[src/rtl/regfile_wb_arbiter.sv]
// regfile_wb_arbiter: RegFile write-port arbiter (WB vs long-latency unit) with pending-register scoreboard
module regfile_wb_arbiter #(
    parameter int MAX_OUT    = 4,
    parameter int STARVE_LIM = 4
) (
    input  logic        clk,
    input  logic        rst,
    input  logic        wb_we,
    input  logic [4:0]  wb_waddr,
    input  logic [31:0] wb_wdata,
    output logic        wb_hold,
    input  logic        lu_valid,
    output logic        lu_ready,
    input  logic [4:0]  lu_waddr,
    input  logic [31:0] lu_wdata,
    input  logic        iss_valid,
    input  logic [4:0]  iss_rd,
    output logic        iss_ready,
    input  logic [4:0]  rs1,
    input  logic [4:0]  rs2,
    output logic        stall,
    output logic        WE,
    output logic [4:0]  waddr,
    output logic [31:0] wdata,
    output logic [2:0]  busy_cnt
);
    typedef enum logic {PRI_WB, PRI_LU} state_t;
    localparam logic [2:0] MAX_C = 3'(MAX_OUT);
    localparam logic [2:0] LIM_C = 3'(STARVE_LIM);
    state_t      state;
    logic [2:0]  starve, starve_n;
    logic [31:1] busy;
    logic [31:0] busy_v, set_v, clr_v;
    logic        wb_own, lu_own, iss_acc, lu_acc;
    // Grant, scoreboard lookups and next-state terms, all from current inputs and state
    always_comb begin
        busy_v    = {busy, 1'b0};
        lu_own    = !rst && lu_valid && (state == PRI_LU || !wb_we);
        wb_own    = !rst && wb_we && !lu_own;
        lu_ready  = lu_own;
        wb_hold   = lu_own && wb_we;
        WE        = lu_own ? (lu_waddr != 5'd0) : (wb_own && wb_waddr != 5'd0);
        waddr     = lu_own ? lu_waddr : wb_own ? wb_waddr : 5'd0;
        wdata     = lu_own ? lu_wdata : wb_own ? wb_wdata : 32'd0;
        iss_ready = !rst && busy_cnt < MAX_C && !busy_v[iss_rd];
        stall     = !rst && ((rs1 != 5'd0 && busy_v[rs1]) || (rs2 != 5'd0 && busy_v[rs2]) ||
                             (wb_we && wb_waddr != 5'd0 && busy_v[wb_waddr]));
        iss_acc   = iss_valid && iss_ready;
        lu_acc    = lu_valid && lu_ready;
        set_v     = (iss_acc && iss_rd != 5'd0) ? 32'd1 << iss_rd : 32'd0;
        clr_v     = lu_acc ? 32'd1 << lu_waddr : 32'd0;
        starve_n  = (lu_valid && !lu_ready) ? ((starve >= LIM_C) ? LIM_C : starve + 3'd1) : 3'd0;
    end
    // Priority FSM, starvation counter, busy bits and outstanding-op count
    always_ff @(posedge clk) begin
        if (rst) begin
            state    <= PRI_WB;
            starve   <= 3'd0;
            busy     <= '0;
            busy_cnt <= 3'd0;
        end else begin
            state    <= (state == PRI_WB && lu_valid && starve_n == LIM_C) ? PRI_LU : PRI_WB;
            starve   <= starve_n;
            busy     <= (busy & ~clr_v[31:1]) | set_v[31:1];
            busy_cnt <= (iss_acc && !lu_acc && busy_cnt < MAX_C) ? busy_cnt + 3'd1 :
                        (lu_acc && !iss_acc && busy_cnt != 3'd0) ? busy_cnt - 3'd1 : busy_cnt;
        end
    end
endmodule
[config.mk]
export PLATFORM = sky130hd
export DESIGN_NAME = regfile_wb_arbiter
export DESIGN_NICKNAME = d
export VERILOG_FILES = /design/src/rtl/regfile_wb_arbiter.sv
export SDC_FILE = /design/constraint.sdc
export NUM_CORES = 1
export LEC_CHECK = 0
export CORE_ASPECT_RATIO = 0.6
export CORE_MARGIN = 2
export CORE_UTILIZATION = 40
export CTS_CLUSTER_SIZE = 20
export DETAILED_ROUTE_END_ITERATION = 16
export GPL_TIMING_DRIVEN = 0
export PLACE_DENSITY = 0.9
export SLEW_MARGIN = 20
export SYNTH_ARGS = -nofsm -noshare
export SYNTH_HDL_FRONTEND = slang
export SYNTH_SLANG_ARGS = --single-unit
[constraint.sdc]
create_clock -name clk -period 4.4 [get_ports clk]
set_input_delay 1.32 -clock clk [delete_from_list [all_inputs] [get_ports clk]]
set_output_delay 1.32 -clock clk [all_outputs]
set_load 0.1 [all_outputs]
==> results of run 1 <==
## where the power goes
part,leakage [nW],internal [mW],switching [mW]
registers,0.307,0.354,0.0168
logic,1.58,0.212,0.379
clock network,0.0940,0.326,0.151
total,1.98,0.892,0.547
## synth_stat cells (all sizes together)
cell     count  share of area, %
a211oi       2              0.45
or2          2              0.38
mux2         6               2.1
a21oi        4              0.60
o2111ai      1              0.26
nor4         2              0.38
nand4b       1              0.26
o22ai        8               1.5
buf         11               2.3
and4b        1              0.41
or4          3              0.68
nor4b        1              0.26
a22o        38                10
a31oi        1              0.19
o221ai       3              0.98
inv          6              0.68
o211ai       3              0.68
or3          2              0.38
fa           1              0.60
o2bb2ai      1              0.26
mux4        27                18
and3         1              0.19
nand2       15               1.7
clkbuf      22               2.5
mux2i       12               3.6
nor2b       25               4.7
nand3b      17               4.2
nand4        9               2.1
nor3b        4              0.90
nor2        10               1.1
and3b        1              0.26
o31ai        1              0.23
dfxtp       38                23
ha           2              0.75
nand2b       5              0.94
nand3        7               1.4
o31a         1              0.26
o21ai       54               8.6
nor3         6               1.2
a221oi       1              0.26
a21boi       1              0.23
and2         2              0.38
a21o         1              0.23
## layout make-up
cell class,instances,area [sq um]
multi-input combinational,282,2450
tap,108,135
buffer,33,233
sequential,38,761
clock inverter,3,68.8
clock buffer,5,125
inverter,6,22.5
timing repair buffer,137,1340
fill,649,2830
## flip-flops by register name (all words and copies together), names as in the netlist
register and cells:
starve 3, busy 31, busy_cnt 3, state 1
## worst reg2reg max path, stage by stage (launching register included)
cell	delay, ps
sky130_fd_sc_hd__dfxtp_1	390
sky130_fd_sc_hd__mux4_2	490
sky130_fd_sc_hd__nor2_1	120
sky130_fd_sc_hd__and4b_4	220
sky130_fd_sc_hd__nor3_4	240
sky130_fd_sc_hd__buf_4	190
sky130_fd_sc_hd__nand3_1	120
sky130_fd_sc_hd__fa_1	430
sky130_fd_sc_hd__or4_1	510
sky130_fd_sc_hd__a21o_1	160
sky130_fd_sc_hd__o221ai_1	60
## through the flow
| stage | worst slack (ps) | setup TNS, ps |
|---|---|---|
| 3_5_place_dp | -1980 | -65350 |
| 6_report | -75.8 | -82.7 |
| 2_1_floorplan | -416 | -708 |
| 4_1_cts | -99.1 | -126 |
| 3_3_place_gp | -1970 | -63550 |
| 5_1_grt | -100 | -178 |
## final timing paths
check,start,endpoint,slack (ps),cells after the start
worst max register to register,busy[4],busy_cnt[2],1390,10
worst max-delay path,wb_we,stall,-80,7
worst min register to register,starve[0],starve[0],470,1
worst min-delay path,starve[0],starve[0],470,1
## routing by layer
metal	wire [um]	global-route usage, %	share of wire [%]
met1	5530	42.8	39
met4	215	8.05	1.5
met5	0	0	0
met2	6600	47.2	46
met3	1950	7.65	14
## cells by family (layout without fill, tap and decap cells)
| family | count (synthesis) | after routing | synth area share, % |
|---|---|---|---|
| flops | 38 | 38 | 22.8 |
| compound gates | 120 | 120 | 24.6 |
| fa+ha+maj | 3 | 3 | 1.35 |
| buf+inv | 39 | 184 | 5.40 |
| mux | 45 | 45 | 24.0 |
| simple gates | 114 | 114 | 21.8 |
## timing repair
action | in CTS | in global routing
pin swaps | 7 | 2
buffers inserted | 8 | 1
endpoints found under the setup margin | 42 | 27
gates resized for setup | 315 | 9
==> summary.md, run 1 <==
* **outcome** finished with violations
* **violations in the final reports** setup timing
* **core region area** 7980 sq um
* **largest delay contributor family on the critical path** buffers and inverters
* **wire length of the first global-routing pass** 21.0 mm
* **count of warnings emitted by yosys** 0
* **remaining global-route overflow** 0
* **clock sinks** 38
* **global-route usage over all layers** 30.4%
* **Die Ht** 74.7 um
* **die outline area** 9110 sq um
* **CTS root buffer** sky130_fd_sc_hd__clkbuf_16
* **Clock Tree Buf Depth** 2
* **Finish-stage setup viols** 2
* **Antenna diodes** 0
* **post-layout net count** 600
* **top-level I/O count** 139
* **post-route core utilization** 64.5%
* **number of standard-cell rows in the floorplan** 25
* **Critical Path Source Type** primary input
* **H-Tree Level Count** 2
* **number of vias per cell** 6.41
* **number of global-route vias before repair** 3927
* **Crit. End Element** output pin
* **type of the worst setup path** primary input to output pin
* **crit path max-delay cell type** sky130_fd_sc_hd__or4_1
* **arrival time worst endpoint** 3160 ps
* **Cell Count Post-Placement** 595
* **antenna violation net count after detailed routing** 0
* **Final Hold Vio Count** 0
* **commonest cells after routing, fill and taps aside** sky130_fd_sc_hd__clkdlybuf4s50_1, sky130_fd_sc_hd__o21ai_0, sky130_fd_sc_hd__dfxtp_1
* **worst setup margin** -75.8 ps
* **clock tree from TritonCTS** built
* **ratio of cells with drive above 1 in the final layout** 30.2%
* **post-cts hold buffer count** 0
* **highest clock rate** 0.223 GHz
* **most common cell after layout, fill and taps aside** sky130_fd_sc_hd__clkdlybuf4s50_1
* **distinct cell type count of the synthesized netlist** 53
* **period utilization** 102%
* **post-placement cell area** 4790 sq um
* **worst supply voltage drop on vdd** 0.330 mV
* **number of search-and-repair iterations in the first detailed-routing pass** 5
* **worst hold slack** 466 ps
* **number of slew-limit violations in the final report** 0
* **Non-Filler Instances** 612
* **Least-Margin Pin Slew** 965 ps
* **Rel. slew slack** 35.5%
* **total number of vias** 3925
* **static power due to leakage** 1.98 nW
* **pwr dens** 280 nW/um^2
* **clock latency reported for the late side of the worst-skew pair** 290 ps
* **number of buffers and inverters on the critical path** 3
* **synth-to-layout area growth** 54.2%
* **count of input and output buffers** 128
* **netlist area before placement** 3340 sq um
* **Final Skew** 6.76 ps
* **RSZ-0062 raised after global routing** true
* **sequential fraction of the synthesis area** 22.8%
* **cell chain of the critical path** clkdlybuf4s50_1 > nor2b_4 > buf_4 > o21ai_0 > or4_1 > o211ai_1 > buf_6
* **Pwr Total** 1.44 mW
* **number of antenna violations at the first check in global routing** 0
* **WL per Instance** 23.4 um
* **TritonCTS buffer count** 5
* **clk slew on worst S/H paths** 60 ps
* **Synth Register Bits** 38
* **Syn Area/Cell** 9.29 sq um
* **Synthesized Nets** 456
* **residual DRC count** 0
* **initial cell density of the core** 41.8%
* **violation count after the first detailed-routing iteration** 623
* **required time worst endpoint** 3080 ps
* **final non-filler cell area** 5140 sq um
* **maximum number of pins on one net before global-route repair** 14
* **longest individual stage delay on the worst path** 520 ps
* **number of cells produced by synthesis** 359
* **Routability Congestion** 0.982
* **path class of the lowest-slack min-delay path** register to register
* **wire length reported by the detailed router** 14.3 mm
* **max capacitance violation total** 0
* **worst-path maximum fanout** 3
* **final worst path period need** 4480 ps
* **sum of net half-perimeters after detailed placement** 10.8 mm
* **width of the chip** 122 um
No activity file was read; power rests on OpenSTA's default activity.
==> run 2: changes to the inputs <==
--- a/config.mk
+++ b/config.mk
@@ -5,13 +5,13 @@
 export SDC_FILE = /design/constraint.sdc
 export NUM_CORES = 1
 export LEC_CHECK = 0
-export CORE_ASPECT_RATIO = 0.6
+export CORE_ASPECT_RATIO = 2
 export CORE_MARGIN = 2
 export CORE_UTILIZATION = 40
 export CTS_CLUSTER_SIZE = 20
 export DETAILED_ROUTE_END_ITERATION = 16
 export GPL_TIMING_DRIVEN = 0
-export PLACE_DENSITY = 0.9
+export PLACE_DENSITY_LB_ADDON = 0.3
 export SLEW_MARGIN = 20
 export SYNTH_ARGS = -nofsm -noshare
 export SYNTH_HDL_FRONTEND = slang
==> run 2 against run 1 <==
The flow still finishes with violations (setup timing). Sequential power about the same. Clock power decreased by 21%. Non-clock buffer count increased by 2. Flip-flop and latch count unchanged. Wire length increased by 3.8%. Worst hold slack improved by 16 ps. Global-route usage increased by 2.2 points. Total power decreased by 7.1%. Register-to-register slack got worse by 40 ps. Utilization decreased by 2.2 points. Cell count decreased by 1.1%. Combinational power about the same. Critical path type unchanged.
==> summary.md, run 2 (synthesis gave the netlist of run 1 again) <==
* **final worst path period need** 4480 ps
* **WL per Instance** 24.5 um
* **outcome** finished with violations
* **destination of the worst hold path** starve[0]
* **met3 wire length** 1.97 mm
* **initial cell density of the core** 40.8%
* **clock tree from TritonCTS** built
* **period utilization** 102%
* **worst setup margin** -84.8 ps
* **Routability Congestion** 0.946
* **R2R setup slack** 1350 ps
* **top flop regs** busy (31), busy_cnt (3), starve (3)
* **RSZ-0062 raised after global routing** true
* **violation count after the first detailed-routing iteration** 273
* **violations in the final reports** setup timing
* **startpoint of the most critical register-to-register path** busy[4]
* **number of antenna violations at the first check in global routing** 0
* **worst supply voltage drop on vdd** 0.272 mV
* **TritonCTS buffer count** 5
* **max layer used** met4
* **path class of the lowest-slack min-delay path** register to register
* **depth of the most critical reg-to-reg path** 10
* **number of search-and-repair iterations in the first detailed-routing pass** 5
* **die outline area** 9130 sq um
* **antenna violation net count after detailed routing** 0
* **H-Tree Level Count** 2
* **highest clock rate** 0.223 GHz
* **required time worst endpoint** 3080 ps
* **CTS root buffer** sky130_fd_sc_hd__clkbuf_16
* **clock latency reported for the late side of the worst-skew pair** 290 ps
* **pwr dens** 263 nW/um^2
* **most common cell after layout, fill and taps aside** sky130_fd_sc_hd__clkdlybuf4s50_1
* **wire length of the first global-routing pass** 21.2 mm
* **synth-to-layout area growth** 52.7%
* **Cell Count Post-Placement** 585
* **remaining global-route overflow** 0
* **top-level I/O count** 139
* **Placement Setup Slack** -1810 ps
* **max capacitance violation total** 0
* **Hold Path Cell Cnt** 1
* **count of input and output buffers** 128
* **Die Ht** 133 um
* **commonest cells after routing, fill and taps aside** sky130_fd_sc_hd__clkdlybuf4s50_1, sky130_fd_sc_hd__o21ai_0, sky130_fd_sc_hd__dfxtp_1
* **sum of net half-perimeters after detailed placement** 11.5 mm
* **type of the worst setup path** primary input to output pin
* **number of standard-cell rows in the floorplan** 47
* **arrival time worst endpoint** 3160 ps
* **width of the chip** 68.6 um
* **global-route usage over all layers** 32.6%
* **multi-input combinational cell area** 2460 sq um
* **Finish-stage setup viols** 1
* **post-route core utilization** 62.3%
* **Clock Tree Buf Depth** 2
* **Least-Margin Pin Slew** 980 ps
* **post-cts hold buffer count** 0
* **post-layout net count** 602
* **total area of sequential cells** 761 sq um
* **worst-path maximum fanout** 2
* **number of inserted filler cells in the final layout** 731
* **Rel. slew slack** 34.5%
* **clock sinks** 38
* **Final Skew** 5.97 ps
* **core region area** 8170 sq um
* **wire length reported by the detailed router** 14.8 mm
* **ratio of cells with drive above 1 in the final layout** 30.8%
* **number of vias per cell** 6.50
* **WL met1** 4.45 mm
* **number of slew-limit violations in the final report** 0
* **Non-Filler Instances** 605
* **number of global-route vias before repair** 3852
* **met2 wire length** 7.23 mm
* **Final Hold Vio Count** 0
* **maximum number of pins on one net before global-route repair** 12
* **total number of vias** 3931
* **number of flip-flops in the largest register** 31
* **residual DRC count** 0
* **hold path start** starve[0]
* **Biggest register** busy
* **reg-to-reg endpoint** busy_cnt[2]
* **Critical Path Source Type** primary input
* **static power due to leakage** 1.97 nW
* **Crit. End Element** output pin
* **clk slew on worst S/H paths** 60 ps
run 2: cell types whose count changed in the layout (fill, tap and decap cells not counted), moves of 2 or more:
cell                        delta
sky130_fd_sc_hd__buf_6         -5
sky130_fd_sc_hd__clkbuf_8      +2
sky130_fd_sc_hd__buf_4        +10
sky130_fd_sc_hd__bufinv_16     -2
sky130_fd_sc_hd__buf_8         -2
sky130_fd_sc_hd__clkbuf_4      -4
run 2: metal layers:
| metal | vias up | global-route usage (%) |
|---|---|---|
| met4 | 0 | 22.2 |
| met1 | 1843 | 33.5 |
| li1 | 1696 | - |
| met5 | - | 0 |
| met2 | 327 | 55.1 |
| met3 | 65 | 8.02 |
run 2: repair_timing:
action                                  CTS  global route
resized for setup                       306            17
pin swaps                                 5             3
endpoints found under the hold margin     0             0
buffers inserted                          9             2
cloned                                    0             0
endpoints found under the setup margin   42            19
run 2: worst max-delay path by stage:
stage                           end        start  cells past startpoint  slack (ps)
after floorplan               stall       rs2[0]                      5        -420
after global placement    wdata[16]          rst                      7       -1790
after detailed placement  wdata[16]          rst                      7       -1810
after CTS                     stall  wb_waddr[0]                      9         -90
after global routing          stall  wb_waddr[0]                      9        -130
final                         stall  wb_waddr[0]                      9         -80
run 2: worst max-delay path, stage by stage:
cell	delay, ps
sky130_fd_sc_hd__buf_8	100
sky130_fd_sc_hd__mux4_2	330
sky130_fd_sc_hd__nor2b_2	40
sky130_fd_sc_hd__o31ai_2	240
sky130_fd_sc_hd__buf_4	150
sky130_fd_sc_hd__a211oi_2	30
sky130_fd_sc_hd__or4_1	570
sky130_fd_sc_hd__o211ai_1	130
sky130_fd_sc_hd__buf_6	260
run 2: cell type report:
type                       instances  area share, %
antenna                            1         0.0491
clock buffer                       7           2.80
inverter                           6          0.442
multi-input combinational        282           48.3
sequential                        38           14.9
tap                               98           2.41
timing repair buffer             139           26.2
buffer                            33           4.74
clock inverter                     1         0.0983
run 2: stage by stage:
| step | setup TNS (ps) | hold WS [ps] | area [sq um] | power (mW) |
|---|---|---|---|---|
| global route | -130 | 514 | 5090 | 1.37 |
| detailed placement | -61340 | 472 | 4780 | 0.939 |
| global placement | -60800 | 441 | 4780 | 0.933 |
| CTS | -88.0 | 489 | 5040 | 1.32 |
| floorplan | -708 | 429 | 3380 | 0.748 |
| finish | -84.8 | 482 | 5090 | 1.34 |
run 2: power by group:
group	switching [mW]	total [mW]	internal (mW)
sequential	0.0168	0.371	0.355
clock	0.150	0.375	0.225
combinational	0.382	0.592	0.210
total	0.548	1.34	0.789
==> run 3: changes to the inputs <==
--- a/config.mk
+++ b/config.mk
@@ -8,8 +8,10 @@
 export CORE_ASPECT_RATIO = 2
 export CORE_MARGIN = 2
 export CORE_UTILIZATION = 40
+export CTS_CLUSTER_DIAMETER = 200
 export CTS_CLUSTER_SIZE = 20
 export DETAILED_ROUTE_END_ITERATION = 16
+export GPL_ROUTABILITY_DRIVEN = 0
 export GPL_TIMING_DRIVEN = 0
 export PLACE_DENSITY_LB_ADDON = 0.3
 export SLEW_MARGIN = 20
==> run 3 against run 2 <==
The flow still finishes with violations (setup timing). Sequential power is essentially flat. Critical endpoint unchanged. Largest power group unchanged. Count of clock-buffer cells in the layout is the same. Total power grew 2.7%.
==> summary.md, run 3 (synthesis gave the netlist of run 1 again) <==
* **outcome** finished with violations
* **violations in the final reports** setup timing
* **commonest cells after routing, fill and taps aside** sky130_fd_sc_hd__clkdlybuf4s50_1, sky130_fd_sc_hd__o21ai_0, sky130_fd_sc_hd__dfxtp_1
* **depth of the most critical reg-to-reg path** 10
* **destination of the worst hold path** starve[0]
* **pwr dens** 271 nW/um^2
* **period utilization** 103%
* **highest clock rate** 0.221 GHz
* **Switching Fraction** 39.9%
* **path class of the lowest-slack min-delay path** register to register
* **violation count after the first detailed-routing iteration** 333
* **post-cts hold buffer count** 0
* **number of search-and-repair iterations in the first detailed-routing pass** 5
* **clk slew on worst S/H paths** 60 ps
* **clock sinks** 38
* **CTS root buffer** sky130_fd_sc_hd__clkbuf_16
* **Pwr Total** 1.37 mW
* **cell-internal power** 0.826 mW
* **total number of vias** 3954
* **global-route usage over all layers** 33.8%
* **static power due to leakage** 1.97 nW
* **hold path start** starve[0]
* **residual DRC count** 0
* **R2R setup slack** 1450 ps
* **Hold Path Cell Cnt** 1
* **wire length of the first global-routing pass** 21.9 mm
* **RSZ-0062 raised after global routing** true
* **number of vias per cell** 6.59
* **clock latency reported for the late side of the worst-skew pair** 290 ps
* **Non-Filler Instances** 600
* **core region area** 8170 sq um
* **reg-to-reg endpoint** busy_cnt[2]
* **wire length reported by the detailed router** 15.2 mm
* **Finish-stage setup viols** 1
* **worst setup margin** -123 ps
* **sum of net half-perimeters after detailed placement** 11.6 mm
* **share of power burned in registers** 26.9%
* **initial cell density of the core** 40.8%
* **Final Skew** 3.61 ps
* **top flop regs** busy (31), busy_cnt (3), starve (3)
* **number of flip-flops in the largest register** 31
* **clock tree from TritonCTS** built
* **WL per Instance** 25.3 um
* **Clock Tree Buf Depth** 2
* **worst-path maximum fanout** 4
* **antenna violation net count after detailed routing** 0
* **relative contribution of combinational cells to total power** 42.7%
* **required time worst endpoint** 3080 ps
* **number of slew-limit violations in the final report** 0
* **startpoint of the most critical register-to-register path** busy[4]
* **H-Tree Level Count** 2
* **Final Hold Vio Count** 0
* **Die Ht** 133 um
* **number of global-route vias before repair** 3980
* **Critical Path Source Type** primary input
* **TritonCTS buffer count** 5
* **type of the worst setup path** primary input to output pin
* **width of the chip** 68.6 um
* **Least-Margin Pin Slew** 966 ps
* **number of antenna violations at the first check in global routing** 0
* **Biggest register** busy
* **Antenna diodes** 0
* **Crit. End Element** output pin
* **synth-to-layout area growth** 51.8%
* **worst supply voltage drop on vdd** 0.304 mV
* **Switch Pwr** 0.547 mW
* **relative contribution of the clock network to total power** 30.4%
* **final worst path period need** 4520 ps
* **arrival time worst endpoint** 3200 ps
* **Cell Count Post-Placement** 585
* **die outline area** 9130 sq um
* **most common cell after layout, fill and taps aside** sky130_fd_sc_hd__clkdlybuf4s50_1
* **maximum number of pins on one net before global-route repair** 12
* **max capacitance violation total** 0
* **ratio of cells with drive above 1 in the final layout** 30.7%
* **top-level I/O count** 139
* **count of input and output buffers** 128
* **number of standard-cell rows in the floorplan** 47
* **remaining global-route overflow** 0
* **post-layout net count** 598
* **Rel. slew slack** 35.4%
run 3: changes by cell type in the layout (fill, tap and decap cells not counted), moves of 2 or more:
cell                              previous run  this run
sky130_fd_sc_hd__buf_6                      17        15
sky130_fd_sc_hd__buf_12                      3         1
sky130_fd_sc_hd__dlymetal6s2s_1              1         3
sky130_fd_sc_hd__clkdlybuf4s50_1            77        75
sky130_fd_sc_hd__clkbuf_4                    2         5
run 3: final cells by class:
class                      count  area [sq um]
fill                         766          3110
timing repair buffer         136          1300
clock inverter                 1          30.0
sequential                    38           761
multi-input combinational    282          2470
buffer                        32           229
inverter                       6          22.5
tap                           98           123
clock buffer                   7           133
run 3: repair_timing:
action | 4_1_cts | 5_1_grt
pin swaps | 5 | 2
endpoints found under the setup margin | 42 | 27
setup buffers | 8 | 0
resized for setup | 306 | 15
run 3: power by group through the flow:
stage / combinational [mW] / sequential, mW / clock [mW]
6_report: 0.586 / 0.370 / 0.417
5_1_grt: 0.609 / 0.371 / 0.425
4_1_cts: 0.580 / 0.370 / 0.412
3_5_place_dp: 0.564 / 0.377 / 0
3_3_place_gp: 0.559 / 0.376 / 0
2_1_floorplan: 0.328 / 0.420 / 0
run 3: worst max-delay path, cell delays in order:
cell and delay, ps:
sky130_fd_sc_hd__clkdlybuf4s50_1 660, sky130_fd_sc_hd__mux4_2 370, sky130_fd_sc_hd__mux2i_1 290, sky130_fd_sc_hd__nand3b_1 120, sky130_fd_sc_hd__o211ai_1 100, sky130_fd_sc_hd__o211ai_1 130, sky130_fd_sc_hd__buf_6 210
run 3: how the worst max path moves through the flow:
stage,start,cells past startpoint,to
finish,rs1[1],7,stall
detailed placement,rst,7,wdata[16]
CTS,wb_waddr[0],9,stall
global route,wb_waddr[0],9,stall
global placement,rst,7,wdata[16]
floorplan,rs2[0],5,stall
run 3: per-layer routing:
metal / track usage (%) / vias to the layer above / routed length [um]
met5: 0 / - / 0
met4: 25.9 / 0 / 1270
met3: 8.45 / 77 / 1850
met2: 55.6 / 319 / 7440
li1: - / 1704 / -
met1: 34.7 / 1854 / 4590
run 3: per-stage QoR:
step           utilization [%]  setup TNS [ps]  hold slack [ps]  worst slack [ps]  cell area (sq um)
2_1_floorplan                -            -708              429              -416               3380
5_1_grt                   61.9            -104              492              -104               5060
3_3_place_gp              58.5          -60800              440             -1790               4780
4_1_cts                   61.6           -84.9              466             -84.9               5040
3_5_place_dp              58.5          -61700              460             -1820               4780
6_report                  61.9            -123              462              -123               5060
